===== src/rtl/muldiv_unit.sv =====
// ============================================================================
// muldiv_unit : iterative RV32M multiply/divide unit with valid/ready I/O.
// Optional MULDIV_SINGLE_CYCLE_MUL_EN makes MUL* ops complete in one cycle.
// Revision: 1.0
// ============================================================================
`default_nettype none

module muldiv_unit #(
  parameter int DATA_WIDTH = 32
) (
  input  logic                  clk,
  input  logic                  rst_n,
  input  logic                  in_valid,
  output logic                  in_ready,
  input  logic [2:0]            op,
  input  logic [DATA_WIDTH-1:0] rs1,
  input  logic [DATA_WIDTH-1:0] rs2,
  input  logic                  kill,
  output logic                  out_valid,
  input  logic                  out_ready,
  output logic [DATA_WIDTH-1:0] result
);

  localparam int W  = DATA_WIDTH;
  localparam int CW = $clog2(DATA_WIDTH) + 1;

  localparam logic [W-1:0] ONES    = {W{1'b1}};
  localparam logic [W-1:0] MIN_VAL = {1'b1, {(W-1){1'b0}}};

  typedef enum logic [1:0] {
    IDLE = 2'd0,
    CALC = 2'd1,
    DONE = 2'd2
  } state_t;

  state_t          state_q, state_d;
  logic [2:0]      op_q, op_d;
  logic [W-1:0]    opnd_q, opnd_d;
  logic [2*W-1:0]  acc_q, acc_d;
  logic [CW-1:0]   cnt_q, cnt_d;
  logic            neg_q, neg_d;
  logic            rneg_q, rneg_d;
  logic [W-1:0]    result_q, result_d;
  logic            out_valid_q, out_valid_d;
  logic            in_ready_q, in_ready_d;

  logic            a_neg, b_neg;
  logic [W-1:0]    abs_a, abs_b;
  logic            div_zero, div_ovf;
  logic [W-1:0]    special_res;
  logic [W:0]      mul_sum;
  logic [2*W-1:0]  mul_next;
  logic [W:0]      div_shift, div_diff;
  logic [2*W-1:0]  div_next;

  // Sign correction on the raw magnitude result, then output half/field select.
  function automatic logic [W-1:0] select_result(input logic [2:0]     f,
                                                 input logic [2*W-1:0] full,
                                                 input logic           neg,
                                                 input logic           rneg);
    logic [2*W-1:0] prod;
    logic [W-1:0]   quo;
    logic [W-1:0]   rem;
    prod = neg ? -full : full;
    quo  = neg ? -full[W-1:0] : full[W-1:0];
    rem  = rneg ? -full[2*W-1:W] : full[2*W-1:W];
    if (!f[2]) begin
      select_result = (f[1:0] == 2'b00) ? prod[W-1:0] : prod[2*W-1:W];
    end else begin
      select_result = f[1] ? rem : quo;
    end
  endfunction

  always_comb begin
    a_neg    = rs1[W-1] & ((op == 3'b001) | (op == 3'b010) | (op == 3'b100) | (op == 3'b110));
    b_neg    = rs2[W-1] & ((op == 3'b001) | (op == 3'b100) | (op == 3'b110));
    abs_a    = a_neg ? -rs1 : rs1;
    abs_b    = b_neg ? -rs2 : rs2;
    div_zero = (rs2 == '0);
    div_ovf  = ~op[0] & (rs1 == MIN_VAL) & (rs2 == ONES);
    if (!op[1]) begin
      special_res = div_zero ? ONES : MIN_VAL;
    end else begin
      special_res = div_zero ? rs1 : '0;
    end
  end

  // Multiply: upper half accumulates, lower half holds the shifting multiplier.
  always_comb begin
    mul_sum  = {1'b0, acc_q[2*W-1:W]} + (acc_q[0] ? {1'b0, opnd_q} : {(W+1){1'b0}});
    mul_next = {mul_sum, acc_q[W-1:1]};
  end

  // Divide: upper half is the partial remainder, lower half dividend -> quotient.
  always_comb begin
    div_shift = {acc_q[2*W-1:W], acc_q[W-1]};
    div_diff  = div_shift - {1'b0, opnd_q};
    if (!div_diff[W]) begin
      div_next = {div_diff[W-1:0], acc_q[W-2:0], 1'b1};
    end else begin
      div_next = {div_shift[W-1:0], acc_q[W-2:0], 1'b0};
    end
  end

`ifdef MULDIV_SINGLE_CYCLE_MUL_EN
  logic [2*W-1:0] fast_prod;
  always_comb begin
    fast_prod = {{W{1'b0}}, abs_a} * {{W{1'b0}}, abs_b};
  end
`endif

  always_comb begin
    state_d  = state_q;
    op_d     = op_q;
    opnd_d   = opnd_q;
    acc_d    = acc_q;
    cnt_d    = cnt_q;
    neg_d    = neg_q;
    rneg_d   = rneg_q;
    result_d = result_q;
    case (state_q)
      IDLE: begin
        if (in_valid) begin
          op_d   = op;
          neg_d  = a_neg ^ b_neg;
          rneg_d = a_neg;
          if (op[2] && (div_zero || div_ovf)) begin
            result_d = special_res;
            state_d  = DONE;
          end
`ifdef MULDIV_SINGLE_CYCLE_MUL_EN
          else if (!op[2]) begin
            result_d = select_result(op, fast_prod, a_neg ^ b_neg, a_neg);
            state_d  = DONE;
          end
`endif
          else begin
            state_d = CALC;
            cnt_d   = CW'(W);
            opnd_d  = op[2] ? abs_b : abs_a;
            acc_d   = {{W{1'b0}}, (op[2] ? abs_a : abs_b)};
          end
        end
      end
      CALC: begin
        acc_d = op_q[2] ? div_next : mul_next;
        cnt_d = cnt_q - 1'b1;
        if (cnt_d == '0) begin
          result_d = select_result(op_q, acc_d, neg_q, rneg_q);
          state_d  = DONE;
        end
      end
      DONE: begin
        if (out_ready) begin
          state_d = IDLE;
        end
      end
      default: state_d = IDLE;
    endcase
    // A flush overrides everything, including a same-cycle accept or finish.
    if (kill) begin
      state_d  = IDLE;
      result_d = result_q;
    end
    in_ready_d  = (state_d == IDLE);
    out_valid_d = (state_d == DONE);
  end

  always_ff @(posedge clk or negedge rst_n) begin
    if (!rst_n) begin
      state_q     <= IDLE;
      op_q        <= '0;
      opnd_q      <= '0;
      acc_q       <= '0;
      cnt_q       <= '0;
      neg_q       <= 1'b0;
      rneg_q      <= 1'b0;
      result_q    <= '0;
      out_valid_q <= 1'b0;
      in_ready_q  <= 1'b1;
    end else begin
      state_q     <= state_d;
      op_q        <= op_d;
      opnd_q      <= opnd_d;
      acc_q       <= acc_d;
      cnt_q       <= cnt_d;
      neg_q       <= neg_d;
      rneg_q      <= rneg_d;
      result_q    <= result_d;
      out_valid_q <= out_valid_d;
      in_ready_q  <= in_ready_d;
    end
  end

  assign in_ready  = in_ready_q;
  assign out_valid = out_valid_q;
  assign result    = result_q;

endmodule

`default_nettype wire


===== config.mk =====
export PLATFORM = sky130hd
export DESIGN_NAME = muldiv_unit
export DESIGN_NICKNAME = d
export VERILOG_FILES = /design/src/rtl/muldiv_unit.sv
export SDC_FILE = /design/constraint.sdc
export NUM_CORES = 1
export LEC_CHECK = 0
export CORE_AREA = 2 2 259 261
export CTS_CLUSTER_DIAMETER = 150
export DETAILED_ROUTE_END_ITERATION = 7
export DIE_AREA = 0 0 261 263
export PLACE_DENSITY_LB_ADDON = 0.3
export SYNTH_ARGS = -nofsm -noshare
export SYNTH_HDL_FRONTEND = slang
export SYNTH_SLANG_ARGS = --single-unit

===== constraint.sdc =====
create_clock -name clk -period 15.3 [get_ports clk]
set_input_delay 1.53 -clock clk [delete_from_list [all_inputs] [get_ports clk]]
set_output_delay 1.53 -clock clk [all_outputs]
set_load 0.01 [all_outputs]

After elaboration in Yosys (flattened, before gate mapping):

Cells that the tools add are included.

* add/subtract/negate cells: 8
* equality and inequality tests: 13
* multiplexer cells: 32
* bitwise operators: 13
* reduce and logical (&&, ||, !) cells: 12

Operators with widths (number)
* $mux 32: 15
* $mux 64: 5
* $neg 32->32: 4
* $pmux 64 s2: 1
* $eq 32x32->1 const B: 2
* $neg 64->64: 1
* $pmux 32 s2: 1
* $add 32x32->33: 1
* $sub 33x32->33: 1
* $logic_not 32->1: 1
* $mux 31: 1
* $mux 6: 2
* $pmux 6 s2: 1
* $mux 2: 5
* $ne 2x2->1 const B: 4
* $eq 3x3->1 const B: 2
* $logic_not 2->1: 3
* $logic_not 6->1: 1
* $pmux 2 s3: 1
* $reduce_and 3->1: 2
* $sub 6x1->6 const B: 1
* $or 1x1->1: 5
* $reduce_and 5->1: 1
* $and 1x1->1: 4
* 10 further kinds: 13

* bits in registers: 143
* input port bits: 72
* word-level logic and storage cells: 88

Depth between registers and ports, before layout:

* word-level depth: 10
* gate-level depth with buffers: 29
* depth with buffers taken out: 23

Worst setup path after synthesis:

OpenSTA, ideal clock, no wires.

* kind: reg-to-reg
* start point: reg acc_q[31]
* end point: reg result_q[18], in the netlist result[18]
* library setup time: 0.129 ns
* arrival: 6.007 ns
* data required time: 15.171 ns
* slack: 9.164 ns
* stages on the path, launching flop included: 30
* buffers on the path: 6
* path through: dfrtp_1 inv_1 ha_1 inv_1 fa_1 a211oi_2 o21ai_2 a21o_1 a211o_1 buf_4 a21oi_4 buf_6 xnor2_4 buf_6 buf_2 buf_1 a21boi_0 ha_1 o211a_1 o211ai_1 or2_2 clkbuf_1 nor2_1 nand2_1 a2111oi_0 nand4_1 o21ai_0 xor2_1 a221oi_1 o21ai_0

* word-level cells in the longest chain between the ends: 9
* elaborated cells between the ends (all ways): 14

Ends and longest elaborated chain
* start: declaration: RTL line 39 `logic [2*W-1:0] acc_q, acc_d;`
* start signal: assignment: RTL line 174 `acc_q <= '0;`
* start signal: assignment: RTL line 185 `acc_q <= acc_d;`
* $sub 33x32->33: RTL line 97 `div_diff = div_shift - {1'b0, opnd_q};`
* $mux 64: RTL line 98 `if (!div_diff[W]) begin`
* $mux 64 (*): RTL line 146 `acc_d = op_q[2] ? div_next : mul_next;`
* $neg 64->64, or another cell as far along: RTL line 64 `prod = neg ? -full : full;`
* $mux 64, or another cell as far along: RTL line 64
* $mux 32, on equally long branches: RTL line 68, 70
* $mux 32 (*): RTL line 67 `if (!f[2]) begin`
* $mux 32 (*): RTL line 148 `if (cnt_d == '0) begin`
* $pmux 32 s2 (*): RTL line 121 `case (state_q)`
* end signal: assignment: RTL line 189 `result_q <= result_d;`
* end: declaration: RTL line 43 `logic [W-1:0] result_q, result_d;`

Every way passes the cells marked *; elsewhere a longest branch is shown, timed or not. The select of a mux whose other input is x is not followed.
A chain may end at the register's enable or synchronous reset.

Final worst setup path:

Ends and elaborated chain as after synthesis.

==> impl_results.md <==
- FP Rows: 94
- GP Congestion: 0.948
- CP peak stage delay: between 0.5 and 0.6 ns
- Lkg Pwr: 7.35 nW
- DP Area: about 18,000 um^2
- Internal power: between 1.5 and 2 mW
- Remaining DRCs: 0
- Number of setup buffers added after CTS: 0
- Max Freq: approximately 140 MHz
- Tcrit/Tclk final: 0.458
- Core Util, Final: 0.286
- Required @ worst endpoint: 15.65 ns
- Switching Share: 0.548
- Wire length on met1: approximately 33,000 um
- First-pass GRT wire length: approximately 110,000 um
- CTS tree: built
- Clk sinks: roughly 140
- Die height: around 260 um
- Area Overhead vs Synth: 14.6%
- Clock power share: 0.129
- Min-delay worst type: reg2reg
- Syn avg cell area: 7.33 um^2
- Tot Pwr: 3.53 mW
- Core area: between 60,000 and 70,000 um^2
- Minimum clock period: about 7.0 ns
- Worst endpoint data arrival time: roughly 7.4 ns
- Met3 wire length: 3960 um
- Worst-skew pair later-pin latency: roughly 0.49 ns
- Starting Density: 0.249
- Setup-failing EPs final: 0
- Initial antenna violation count: 6
- Design Area, Final: 18,700 um^2
- Sequential power share: 0.184
- CP max FO: 15
- Top Layer Used: met5
- H-tree depth: 4
- Initial DRC Count: 1,818
- Peak VDD IR: 0.119 mV
- Vias: roughly 18,000
- # port buffers: about 110
- Register area share after synthesis: 0.219
- Skew final: between 0.015 and 0.02 ns
- Cts bufs inserted: 17
- Post-CTS sizing: 0
- Relative slew margins: 0.205
- Met2 WL: 33,200 um
- CTS clk-pin slew, worst paths: roughly 0.070 ns
- Final HPWL DP: about 58,000 um
- EDFF count, synth: 0
- Sw Pwr: ~1.9 mW
- Drt pass-1 iters: 6
- Status: finished, final reports clean
- Global route overflow: 0
- Cell Area, Synth: roughly 16,000 um^2
- Routed WL: 73,300 um
- Most used DFF post-synth: dfrtp_1
- Max-Cap Viols: 0
- Area of the multi-input gates: around 12,000 um^2
- Die area: 68,600 um^2
- Chip Width: ~260 um
- Share of post-route cells with drive strength above 1: 0.0534
- Crit end category: flip-flop
- Synth Register Bits: roughly 140
- Total global-route track usage: 0.211
- Final Non-Filler Cells: a little over 3,000
- Worst-path cell chain: inv_1 -> ha_1 -> inv_1 -> fa_1 -> a211oi_2 -> o21ai_2 -> a21o_1 -> a211o_1 -> a21oi_4 -> xnor2_4 -> a21boi_0 -> ha_1 -> o211a_1 -> o211ai_1 -> or2_2 -> nor2_1 -> nand2_1 -> a2111oi_0 -> nand4_1 -> o21ai_0 -> xor2_1 -> a221oi_1 -> o21ai_0
- Post-CTS Hold Fix Bufs: 0
- Post-route ant nets: 0
- Pin count of the biggest net entering global routing: 103
- FFs w/ async S/R, synth: 1.00
- Vias per Instance: 5.64
- Avg WL per Cell: ~24 um
- Layout fillers: roughly 7,200
- Distinct cells, synth: between 90 and 100
- Startpoint Class: flip-flop
- Fin. Hold Viols: 0
- Vias in the first global route: around 16,000
- CTS Root Cell: clkbuf_16
- CTS max path bufs: 2
- Combinational power share: 0.687
- Placed cells: 3,079
- Transition time of the tightest slew-check pin: 1.19 ns
- # IOs: between 100 and 150
- Nets: 2,379
- Storage element area: ~3600 um^2
- PwrDens: between 150 and 200 nW/um^2
- Setup repair after global routing missed its margin: no
- Yosys warnings: 0
- Syn nets: about 2,400
- Worst setup path category: reg2reg
- Cells after synthesis: 2,230
- Setup TNS Final: 0 ns
- Slowest CP cell: a2111oi_0
- Max Slew Vio Count: 0
layout by cell type (no fill, tap or decap), types with 25 or more instances in the layout:
| master | Yosys | layout |
|---|---|---|
| o211ai_1 | 35 | 35 |
| xnor2_1 | 110 | 110 |
| dfrtp_1 | 142 | 141 |
| clkdlybuf4s50_1 | 0 | 103 |
| ha_1 | 71 | 71 |
| and2_1 | 46 | 46 |
| nand2_1 | 261 | 260 |
| a21oi_1 | 188 | 186 |
| xor2_1 | 79 | 79 |
| nor4_1 | 26 | 25 |
| nor3_1 | 70 | 70 |
| nand4_1 | 28 | 28 |
| a31oi_1 | 36 | 36 |
| o221ai_1 | 38 | 38 |
| o21ai_0 | 206 | 206 |
| mux2i_1 | 58 | 58 |
| nor2_1 | 202 | 202 |
| a21o_1 | 30 | 30 |
| inv_1 | 72 | 72 |
| o31ai_1 | 27 | 27 |
| nand3_1 | 73 | 73 |
critical path, delay by kind of cell, from the launching register on:
family	cells	cell delay, ns
AOI/OAI and AO/OA	12	3.81
and+or+nand+nor	4	1.30
xor gates and xnor gates	2	0.20
adders and majority gates	3	0.90
buffers and inverters	2	0.15
DFF	1	0.47
power by group through the flow:
stage	sequential [mW]	clock, mW	combinational, mW
finish	0.650	0.454	2.42
global route	0.665	0.474	2.60
CTS	0.646	0.460	2.38
detailed placement	0.652	0	2.36
global placement	0.650	0	2.35
floorplan	0.581	0	1.64
cells by family (layout without fill, tap and decap cells):
group	count (synthesis)	after routing	synth area share
other	0	1	0
DFF	143	143	0.219
buffers and inverters	215	232	0.0516
muxes	87	87	0.0562
AOI/OAI and AO/OA	704	704	0.276
adders and majority gates	73	73	0.0568
and+or+nand+nor	818	818	0.238
xor gates and xnor gates	190	190	0.103
worst paths after layout:
path,from,endpoint,slack [ns],depth (start not counted)
setup / recovery,acc_q[31]$_DFFE_PN0P_,result[18]$_DFFE_PN0P_,8.30,23
hold / removal,opnd_q[1]$_DFFE_PN0P_,opnd_q[1]$_DFFE_PN0P_,0.51,2
setup reg to reg,acc_q[31]$_DFFE_PN0P_,result[18]$_DFFE_PN0P_,8.30,23
hold reg to reg,opnd_q[1]$_DFFE_PN0P_,opnd_q[1]$_DFFE_PN0P_,0.51,2
max in group asynchronous,rst_n,acc_q[55]$_DFFE_PN0P_,12.66,2
min in group asynchronous,rst_n,acc_q[59]$_DFFE_PN0P_,1.10,1
layer usage:
metal	up-vias	track usage
li1	8165	-
met1	8583	0.287
met2	685	0.328
met3	111	0.0292
met4	2	0.0943
met5	-	0.00499
state kept, by name, summed over array words and instances (netlist names):
| signal | count |
|---|---|
| acc_q | 64 |
| opnd_q | 32 |
| result | 32 |
| op_q | 3 |
| rneg_q | 1 |
| neg_q | 1 |
| cnt_q | 6 |
| out_valid | 1 |
| in_ready | 1 |
| state_q | 2 |
layout make-up:
| type | count | share of cell area |
|---|---|---|
| sequential | 143 | 0.191 |
| multi-input combinational | 1872 | 0.640 |
| timing repair buffer | 127 | 0.0647 |
| inverter | 73 | 0.0146 |
| antenna | 1 | 0.000134 |
| tap | 864 | 0.0577 |
| clock inverter | 10 | 0.00741 |
| clock buffer | 22 | 0.0248 |
synth_stat cells, drive strengths merged (38+ instances only):
master	instances	share of area
inv	73	0.017
dfrtp	142	0.22
xor2	79	0.042
and2	46	0.018
nand3	73	0.022
o221ai	38	0.020
o21ai	214	0.066
xnor2	111	0.061
mux2i	59	0.037
nor3	71	0.022
ha	71	0.054
buf	38	0.011
nand2	261	0.060
nor2	202	0.046
clkbuf	104	0.024
a21oi	190	0.059
stage by stage:
step                      setup WS [ns]  hold slack (ns)
after detailed placement           8.20            0.497
final                              8.30            0.510
after CTS                          8.41            0.512
after global placement             8.32            0.490
after global routing               7.91            0.545
after floorplan                    9.16            0.464
(Power assumes the default switching activity.)
